File: src/rtl/ws2812_stream_tx.sv
// WS2812/WS2812B single-wire transmitter: RGB888 pixel stream in, gap-free NRZ bit stream out.
// Optional macro WS2812_BRIGHTNESS_EN adds the 8-bit `bright` global scaling input.
module ws2812_stream_tx #(
    parameter int NUM_LEDS    = 64,
    parameter int T_BIT       = 60,
    parameter int T0H         = 15,
    parameter int T1H         = 32,
    parameter int T_RST       = 15000,
    parameter int COLOR_ORDER = 0
) (
    input  logic        sys_clk,
    input  logic        sys_rst_n,
    input  logic        frame_start,
    input  logic [23:0] pix_data,
    input  logic        pix_valid,
`ifdef WS2812_BRIGHTNESS_EN
    input  logic [7:0]  bright,
`endif
    output logic        pix_ready,
    output logic        busy,
    output logic        frame_done,
    output logic        underrun,
    output logic        led_data
);

    localparam int CNT_MAX = (T_RST > T_BIT) ? T_RST : T_BIT;
    localparam int CW      = $clog2(CNT_MAX);
    localparam int PW      = $clog2(NUM_LEDS + 1);

    localparam logic [CW-1:0] BIT_LAST = CW'(T_BIT - 1);
    localparam logic [CW-1:0] RST_LAST = CW'(T_RST - 1);
    localparam logic [CW-1:0] T0H_C    = CW'(T0H);
    localparam logic [CW-1:0] T1H_C    = CW'(T1H);
    localparam logic [PW-1:0] N_LEDS_C = PW'(NUM_LEDS);
    localparam logic [PW-1:0] LAST_PIX = PW'(NUM_LEDS - 1);

    typedef enum logic [1:0] {IDLE, FETCH, SHIFT, LATCH} state_t;

    state_t          state_q, state_d;
    logic [23:0]     buf_q, buf_d;
    logic            buf_vld_q, buf_vld_d;
    logic [23:0]     shreg_q, shreg_d;
    logic [PW-1:0]   acc_q, acc_d;
    logic [PW-1:0]   idx_q, idx_d;
    logic [4:0]      bit_q, bit_d;
    logic [CW-1:0]   cyc_q, cyc_d;
    logic            led_q, led_d;
    logic            done_q, done_d;
    logic            urun_q, urun_d;
    logic            take;
    logic [23:0]     load_word;
    logic [7:0]      chan_s [3];

`ifdef WS2812_BRIGHTNESS_EN
    logic [8:0] gain;
    assign gain = {1'b0, bright} + 9'd1;
`endif

    // Channel index 0 = B, 1 = G, 2 = R, matching the pix_data packing.
    genvar gi;
    generate
        for (gi = 0; gi < 3; gi++) begin : g_chan
`ifdef WS2812_BRIGHTNESS_EN
            assign chan_s[gi] = 8'(({8'd0, buf_q[8*gi +: 8]} * {7'd0, gain}) >> 8);
`else
            assign chan_s[gi] = buf_q[8*gi +: 8];
`endif
        end
    endgenerate

    assign load_word = (COLOR_ORDER == 0) ? {chan_s[1], chan_s[2], chan_s[0]}
                                          : {chan_s[2], chan_s[1], chan_s[0]};

    // LATCH is excluded so that a truncated frame never requests further pixels.
    assign pix_ready = ((state_q == FETCH) || (state_q == SHIFT)) && !buf_vld_q && (acc_q < N_LEDS_C);
    assign take      = pix_valid && pix_ready;

    always_comb begin
        state_d   = state_q;
        buf_d     = buf_q;
        buf_vld_d = buf_vld_q;
        shreg_d   = shreg_q;
        acc_d     = acc_q;
        idx_d     = idx_q;
        bit_d     = bit_q;
        cyc_d     = cyc_q;
        done_d    = 1'b0;
        urun_d    = 1'b0;

        if (take) begin
            buf_d     = pix_data;
            buf_vld_d = 1'b1;
            acc_d     = acc_q + PW'(1);
        end

        case (state_q)
            IDLE: begin
                if (frame_start) begin
                    state_d   = FETCH;
                    acc_d     = '0;
                    idx_d     = '0;
                    bit_d     = '0;
                    cyc_d     = '0;
                    buf_vld_d = 1'b0;
                end
            end
            FETCH: begin
                if (buf_vld_q) begin
                    state_d   = SHIFT;
                    shreg_d   = load_word;
                    buf_vld_d = 1'b0;
                    bit_d     = '0;
                    cyc_d     = '0;
                end
            end
            SHIFT: begin
                if (cyc_q != BIT_LAST) begin
                    cyc_d = cyc_q + CW'(1);
                end else begin
                    cyc_d = '0;
                    if (bit_q != 5'd23) begin
                        bit_d   = bit_q + 5'd1;
                        shreg_d = {shreg_q[22:0], 1'b0};
                    end else begin
                        bit_d = '0;
                        if (idx_q == LAST_PIX) begin
                            state_d   = LATCH;
                            buf_vld_d = 1'b0;
                        end else if (buf_vld_q) begin
                            shreg_d   = load_word;
                            buf_vld_d = 1'b0;
                            idx_d     = idx_q + PW'(1);
                        end else begin
                            state_d   = LATCH;
                            buf_vld_d = 1'b0;
                            urun_d    = 1'b1;
                        end
                    end
                end
            end
            LATCH: begin
                if (cyc_q != RST_LAST) begin
                    cyc_d = cyc_q + CW'(1);
                end else begin
                    cyc_d   = '0;
                    state_d = IDLE;
                    done_d  = 1'b1;
                end
            end
            default: state_d = IDLE;
        endcase

        // Derived from next-state values so the registered line lines up with the bit counters.
        led_d = (state_d == SHIFT) && (cyc_d < (shreg_d[23] ? T1H_C : T0H_C));
    end

    always_ff @(posedge sys_clk or negedge sys_rst_n) begin
        if (!sys_rst_n) begin
            state_q   <= IDLE;
            buf_q     <= '0;
            buf_vld_q <= 1'b0;
            shreg_q   <= '0;
            acc_q     <= '0;
            idx_q     <= '0;
            bit_q     <= '0;
            cyc_q     <= '0;
            led_q     <= 1'b0;
            done_q    <= 1'b0;
            urun_q    <= 1'b0;
        end else begin
            state_q   <= state_d;
            buf_q     <= buf_d;
            buf_vld_q <= buf_vld_d;
            shreg_q   <= shreg_d;
            acc_q     <= acc_d;
            idx_q     <= idx_d;
            bit_q     <= bit_d;
            cyc_q     <= cyc_d;
            led_q     <= led_d;
            done_q    <= done_d;
            urun_q    <= urun_d;
        end
    end

    assign busy       = (state_q != IDLE);
    assign frame_done = done_q;
    assign underrun   = urun_q;
    assign led_data   = led_q;

endmodule

File: config.mk
export PLATFORM = sky130hd
export DESIGN_NAME = ws2812_stream_tx
export DESIGN_NICKNAME = d
export VERILOG_FILES = /design/src/rtl/ws2812_stream_tx.sv
export SDC_FILE = /design/constraint.sdc
export NUM_CORES = 1
export LEC_CHECK = 0
export ABC_AREA = 1
export CAP_MARGIN = 10
export CORE_MARGIN = 2
export CORE_UTILIZATION = 50
export DETAILED_ROUTE_END_ITERATION = 7
export GPL_TIMING_DRIVEN = 0
export HOLD_SLACK_MARGIN = 0.05
export PLACE_DENSITY = 0.78
export REMOVE_ABC_BUFFERS = 1
export SETUP_SLACK_MARGIN = 0.02
export SLEW_MARGIN = 20
export SYNTH_ARGS = -nofsm -noshare
export SYNTH_HDL_FRONTEND = slang
export SYNTH_SLANG_ARGS = --single-unit
export TNS_END_PERCENT = 1
File: constraint.sdc
create_clock -name sys_clk -period 2.74 [get_ports sys_clk]
set_input_delay 0.548 -clock sys_clk [delete_from_list [all_inputs] [get_ports sys_clk]]
set_output_delay 0.548 -clock sys_clk [all_outputs]
set_load 0.005 [all_outputs]
**Word-level counts from Yosys, hierarchy flattened**

Cells that the tools add are included.

- $add $sub $neg: 4
- $lt $le $gt $ge: 2
- Eq/ne operators: 15
- Muxes and demuxes: 46
- Reductions and logical operators: 14

Operator list:

| cell | count |
|---|---|
| two-way mux 24 bit | 4 |
| two-way mux 14 bit | 4 |
| two-way mux 7 bit | 8 |
| one-hot mux 14 bit (4 select lines) | 1 |
| one-hot mux 24 bit (2 select lines) | 1 |
| two-way mux 5 bit | 4 |
| one-hot mux 5 bit (3 select lines) | 1 |
| adder 14 x 1 -> 14 bit, second input constant | 1 |
| adder 7 x 1 -> 7 bit, second input constant | 2 |
| < comparator 14 x 6 -> 1 bit | 1 |
| two-way mux 2 bit | 7 |
| inequality test 14 bit, second input constant | 1 |
| inequality test 14 x 6 -> 1 bit, second input constant | 1 |
| one-hot mux 7 bit (2 select lines) | 1 |
| two-way mux 1 bit | 12 |
| inequality test 2 bit, second input constant | 6 |
| one-hot mux 2 bit (4 select lines) | 1 |
| == test 7 x 6 -> 1 bit, second input constant | 1 |
| < comparator 7 bit, second input constant | 1 |
| == test 2 bit, second input constant | 3 |
| two-way mux 6 bit | 1 |
| AND reduction 6 bit | 1 |
| nonzero test 2 bit | 3 |
| adder 5 x 1 -> 5 bit, second input constant | 1 |
| other kinds (11) | 14 |

- Register bits: 87
- Input bits: 28
- Output and inout port bits: 5
- Logic and storage cells: 93

**Depth between registers and ports, before layout**

- Depth in word-level cells: 9
- Gate-level depth with buffers: 20
- Mapped depth without buffers: 19

**Worst setup path after synthesis**

OpenSTA, ideal clock, no wires.

- Path kind: flip-flop to flip-flop
- Start point: reg cyc_q[0]
- End point: reg led_q, in the netlist led_data
- Setup time: 0.071 ns
- Arrival time: 2.234 ns
- Required time: 2.669 ns
- Path slack: 0.434 ns
- Cell stages (with the launch flop): 18
- Path buffers: 1
- Period minus slack after synthesis: 2.306 ns
- Cells stage by stage: dfrtp_1 -> ha_1 -> nand3_1 -> nor2_4 -> nand2_2 -> nand2_4 -> nand2_4 -> buf_6 -> a32oi_1 -> o22ai_1 -> ha_1 -> a21oi_1 -> nand3_1 -> nand2_1 -> nand2_1 -> nor2_1 -> nand2_1 -> nor2_1

- Elaborated cells on any way between the ends: 17
- Those cells by class: 1 x add/sub; 1 x order compare; 3 x eq/ne; 11 x mux; 1 x reduce/logical

RTL lines:

| what | line | text |
|---|---|---|
| start, declared | 46 | `logic [CW-1:0] cyc_q, cyc_d;` |
| start signal, assigned | 178 | `cyc_q <= cyc_d;` |
| adder 14 x 1 -> 14 bit, or another cell as far along | 118, 143 |  |
| two-way mux 14 bit, on equally long branches | 142, 117 |  |
| one-hot mux 14 bit (4 select lines) (*) | 96 | `case (state_q)` |
| net cyc_d[3] | 46 |  |
| < comparator 14 x 6 -> 1 bit (*) | 154 | `led_d = (state_d == SHIFT) && (cyc_d < (shreg_d[23] ? T1H_C : T0H_C));` |
| logical AND 1 bit (*) | 154 |  |
| net led_d | 47 | `logic led_q, led_d;` |
| end signal, assigned | 179 | `led_q <= led_d;` |
| end, declared | 47 |  |

Mark *: on every way through the listed nets, which the timed path passes. The rest lies on a longest branch. The select of a mux whose other input is x is not followed.
A chain may end at the register's enable or synchronous reset.

**Worst setup path after layout**

- Start point: reg state_q[1]
- End point: out pix_ready

- Word-level cells in the longest chain between the ends: 4
- Elaborated cells on any way between the ends: 5
- Those cells by class: 2 x eq/ne; 3 x reduce/logical

Ends and longest elaborated chain:

| what | line | text |
|---|---|---|
| start, declared | 39 | `state_t state_q, state_d;` |
| start signal, assigned | 171 | `state_q <= state_d;` |
| == test 2 x 1 -> 1 bit or == test 2 bit (tied branches) | 75 | `assign pix_ready = ((state_q == FETCH) \|\| (state_q == SHIFT)) && !buf_vld_q && (acc_q < N_LEDS_C);` |
| logical OR 1 bit (*) | 75 |  |
| logical AND 1 bit (*) (2 in a row) | 75 |  |
| end, declared | 19 | `output logic pix_ready,` |

Every way passes the cells marked *; elsewhere a longest branch is shown, timed or not.

==> metrics.md <==
| Metric | Value |
|---|---|
| Status | finished, final reports clean |
| Synth top cells by count | nand2_1, dfrtp_1, inv_1 |
| Worst Path Class, Setup | register to primary output |
| Dpl ws | -980 ps |
| Routed wire length | 12600 um |
| Sequential-to-total area share from yosys stat | 42.6% |
| Startpoint Class | register |
| Clk slew on worst S/H paths | 100 ps |
| Clock buffer depth | 2 |
| HPWL after DPL | 8240 um |
| Clk Latency, worst-skew pair | 370 ps |
| Clk root buf | clkbuf_8 |
| First-pass GRT wire length | 20800 um |
| Synth area leaders | dfrtp_1, nand2_1, nand3_1 |
| DP Area | 0.00550 mm^2 |
| Req. time, crit path | 2190 ps |
| Detail Route Antenna Nets | 0 |
| Met2 Wirelength | 6190 um |
| Worst slew pin tran | 830 ps |
| Slew Viols, Final | 0 |
| Share of the synthesized area in the top cell type | 42.6% |
| Seq cells post-synth | 87 |
| Critical Path End Type | primary output |
| Fin worst setup slack | 99.4 ps |
| Overall Global Routing Usage | 23.1% |
| Starting Density | 51.8% |
| ANT cells | 0 |
| Hold Path Class | primary input to asynchronous set/reset pin |
| PortBufs | 32 |
| LEAKAGE | 2.90 nW |
| Yosys warns | 0 |
| Final instance area | 0.00597 mm^2 |
| Die area | 0.0110 mm^2 |
| # setup viols final | 0 |
| Final nets | 765 |
| Max-slew headroom | 44.5% |
| M1 WL | 5640 um |
| Clock Skew | 14.9 ps |
| Final cell count without fillers | 863 |
| Async set-reset flop share out of synthesis | 100% |
| Rows | 36 |
| Die X | 105 um |
| GP Congestion | 0.928 |
| Ys flop type | dfrtp_1 |
| Final hold violation count | 0 |
| Drt via density | 5.46 |
| Pre-antenna DRT Iters | 7 |
| # clock sinks | 87 |
| RSZ-0062 raised after global routing | true |
| TritonCTS buffer count | 9 |
| Syn Area/Cell | 7.32 um^2 |
| Worst-path maximum fanout | 5 |
| DRT iter0 DRCs | 370 |
| Count leader, synth | nand2_1 |
| GR Overflow Total | 0 |
| Final period util | 96.4% |
| H-tree levels | 3 |
| Vias in the first global route | 4388 |
| Mapped Cells | 698 |
| IO Count | 33 |
| Cells after DPL | 832 |
| Residual DRC count | 0 |
| Critical path arrival | 2090 ps |
| Mean routed wirelength per cell | 14.6 um |
| Cell taking the most area after synthesis | dfrtp_1 |
| Area of the mapped netlist | 0.00511 mm^2 |
| Top Layer Used | met4 |
| DIE HEIGHT | 105 um |
| Peak supply drop | 0.242 mV |
| Post-synth EDFFs | 0 |
| Power per cell area | 406 mW/mm^2 |
| Layout area overhead | 16.8% |
| Core area | 0.00986 mm^2 |
| Post-layout util | 60.5% |
| Vias | 4715 |
| CTS tree | yes |
| Met3 wire length | 717 um |
| Post-CTS Hold Buffers | 0 |
| Tmin final | 2640 ps |
| Synth cell types | 41 |
| Layout cells sized above 1 | 12.2% |
| Initial antenna violation count | 0 |
| Final hold slack | 113 ps |
| F_max | 379 MHz |
| Max_cap viols | 0 |
| Largest net degree at the start of global routing | 55 |
[power by group]
part	internal [W]	switching, W	total [W]
combinational	0.0000452	0.0000485	0.0000937
clock	0.000525	0.000512	0.00104
sequential	0.00129	0.00000787	0.00129
[final timing paths]
path / cells past startpoint / endpoint / start / slack (ps)
min: 1 / acc_q[2]$_DFF_PN0_ / sys_rst_n / 110
min in group sys_clk: 2 / buf_q[15]$_DFFE_PN0P_ / buf_q[15]$_DFFE_PN0P_ / 480
max reg2reg: 17 / led_data$_DFF_PN0_ / bit_q[0]$_DFFE_PN0P_ / 240
max in group asynchronous: 2 / buf_vld_q$_DFF_PN0_ / sys_rst_n / 1980
min reg2reg: 2 / buf_q[15]$_DFFE_PN0P_ / buf_q[15]$_DFFE_PN0P_ / 480
max: 5 / pix_ready / state_q[1]$_DFF_PN0_ / 100
[cell type report]
type,instances,area (um^2)
Clock buffer,9,124
Clock inverter,7,101
Fill cell,874,3900
Inverter,74,302
Multi-Input combinational cell,503,2580
Sequential cell,87,2190
Tap cell,133,166
Timing Repair Buffer,50,507
[flip-flops by register name (all words and copies together), names as in the netlist, 2 cells and up]
name	count
state_q	2
buf_q	24
idx_q	7
cyc_q	14
shreg_q	24
bit_q	5
acc_q	7
[metrics by stage]
step	power (W)	TNS [ps]
after floorplan	0.00134	-802
after global placement	0.00141	-223290
after detailed placement	0.00141	-21580
after CTS	0.00244	-3.93
after global routing	0.00251	-59.0
final	0.00242	0
[layout by cell type, fill, tap and decap left out, drive strengths merged]
| master | n |
|---|---|
| buf | 18 |
| nand2 | 229 |
| clkdlybuf4s50 | 31 |
| a22oi | 24 |
| o22ai | 5 |
| bufinv | 2 |
| a32oi | 2 |
| a21oi | 32 |
| o21ai | 37 |
| o211ai | 2 |
| inv | 72 |
| o31ai | 2 |
| nand4 | 5 |
| nor4 | 2 |
| o32ai | 2 |
| xor2 | 5 |
| nand3 | 57 |
| ha | 12 |
| a31oi | 1 |
| dfrtp | 87 |
| nor3 | 10 |
| clkinvlp | 4 |
| or2 | 1 |
| o41ai | 1 |
| nor3b | 2 |
| a21boi | 1 |
| o21bai | 2 |
| clkinv | 3 |
| clkbuf | 10 |
| nor2 | 68 |
| a41oi | 1 |
[logic make-up (layout without fill, tap and decap cells)]
family / Yosys count / in the layout / synth area share (%)
AO/OA/AOI/OAI: 112 / 112 / 13.4
XOR/XNOR: 5 / 5 / 0.857
AND/OR/NAND/NOR: 374 / 374 / 31.6
buffers and inverters: 108 / 140 / 8.65
flip-flops: 87 / 87 / 42.6
adder cells (fa/ha/maj): 12 / 12 / 2.94
[worst max-delay path, cell delays in order, from the launching register on]
cell	delay, ps
dfrtp_1	460
inv_1	130
ha_4	290
inv_1	90
nor3_4	210
clkdlybuf4s50_1	550
[routing by layer]
layer	vias to the layer above	global-route usage [%]
met1	2236	31.9
met4	0	5.90
li1	2312	-
met5	-	0
met3	10	5.05
met2	157	37.1
[timing repair]
action	in CTS	in global routing
resized for setup	11	23
buffers inserted	2	13
gates cloned	0	0
pin swaps	1	2
setup endpoints to repair	55	28
Note: power is estimated with default switching activity, not from simulation.
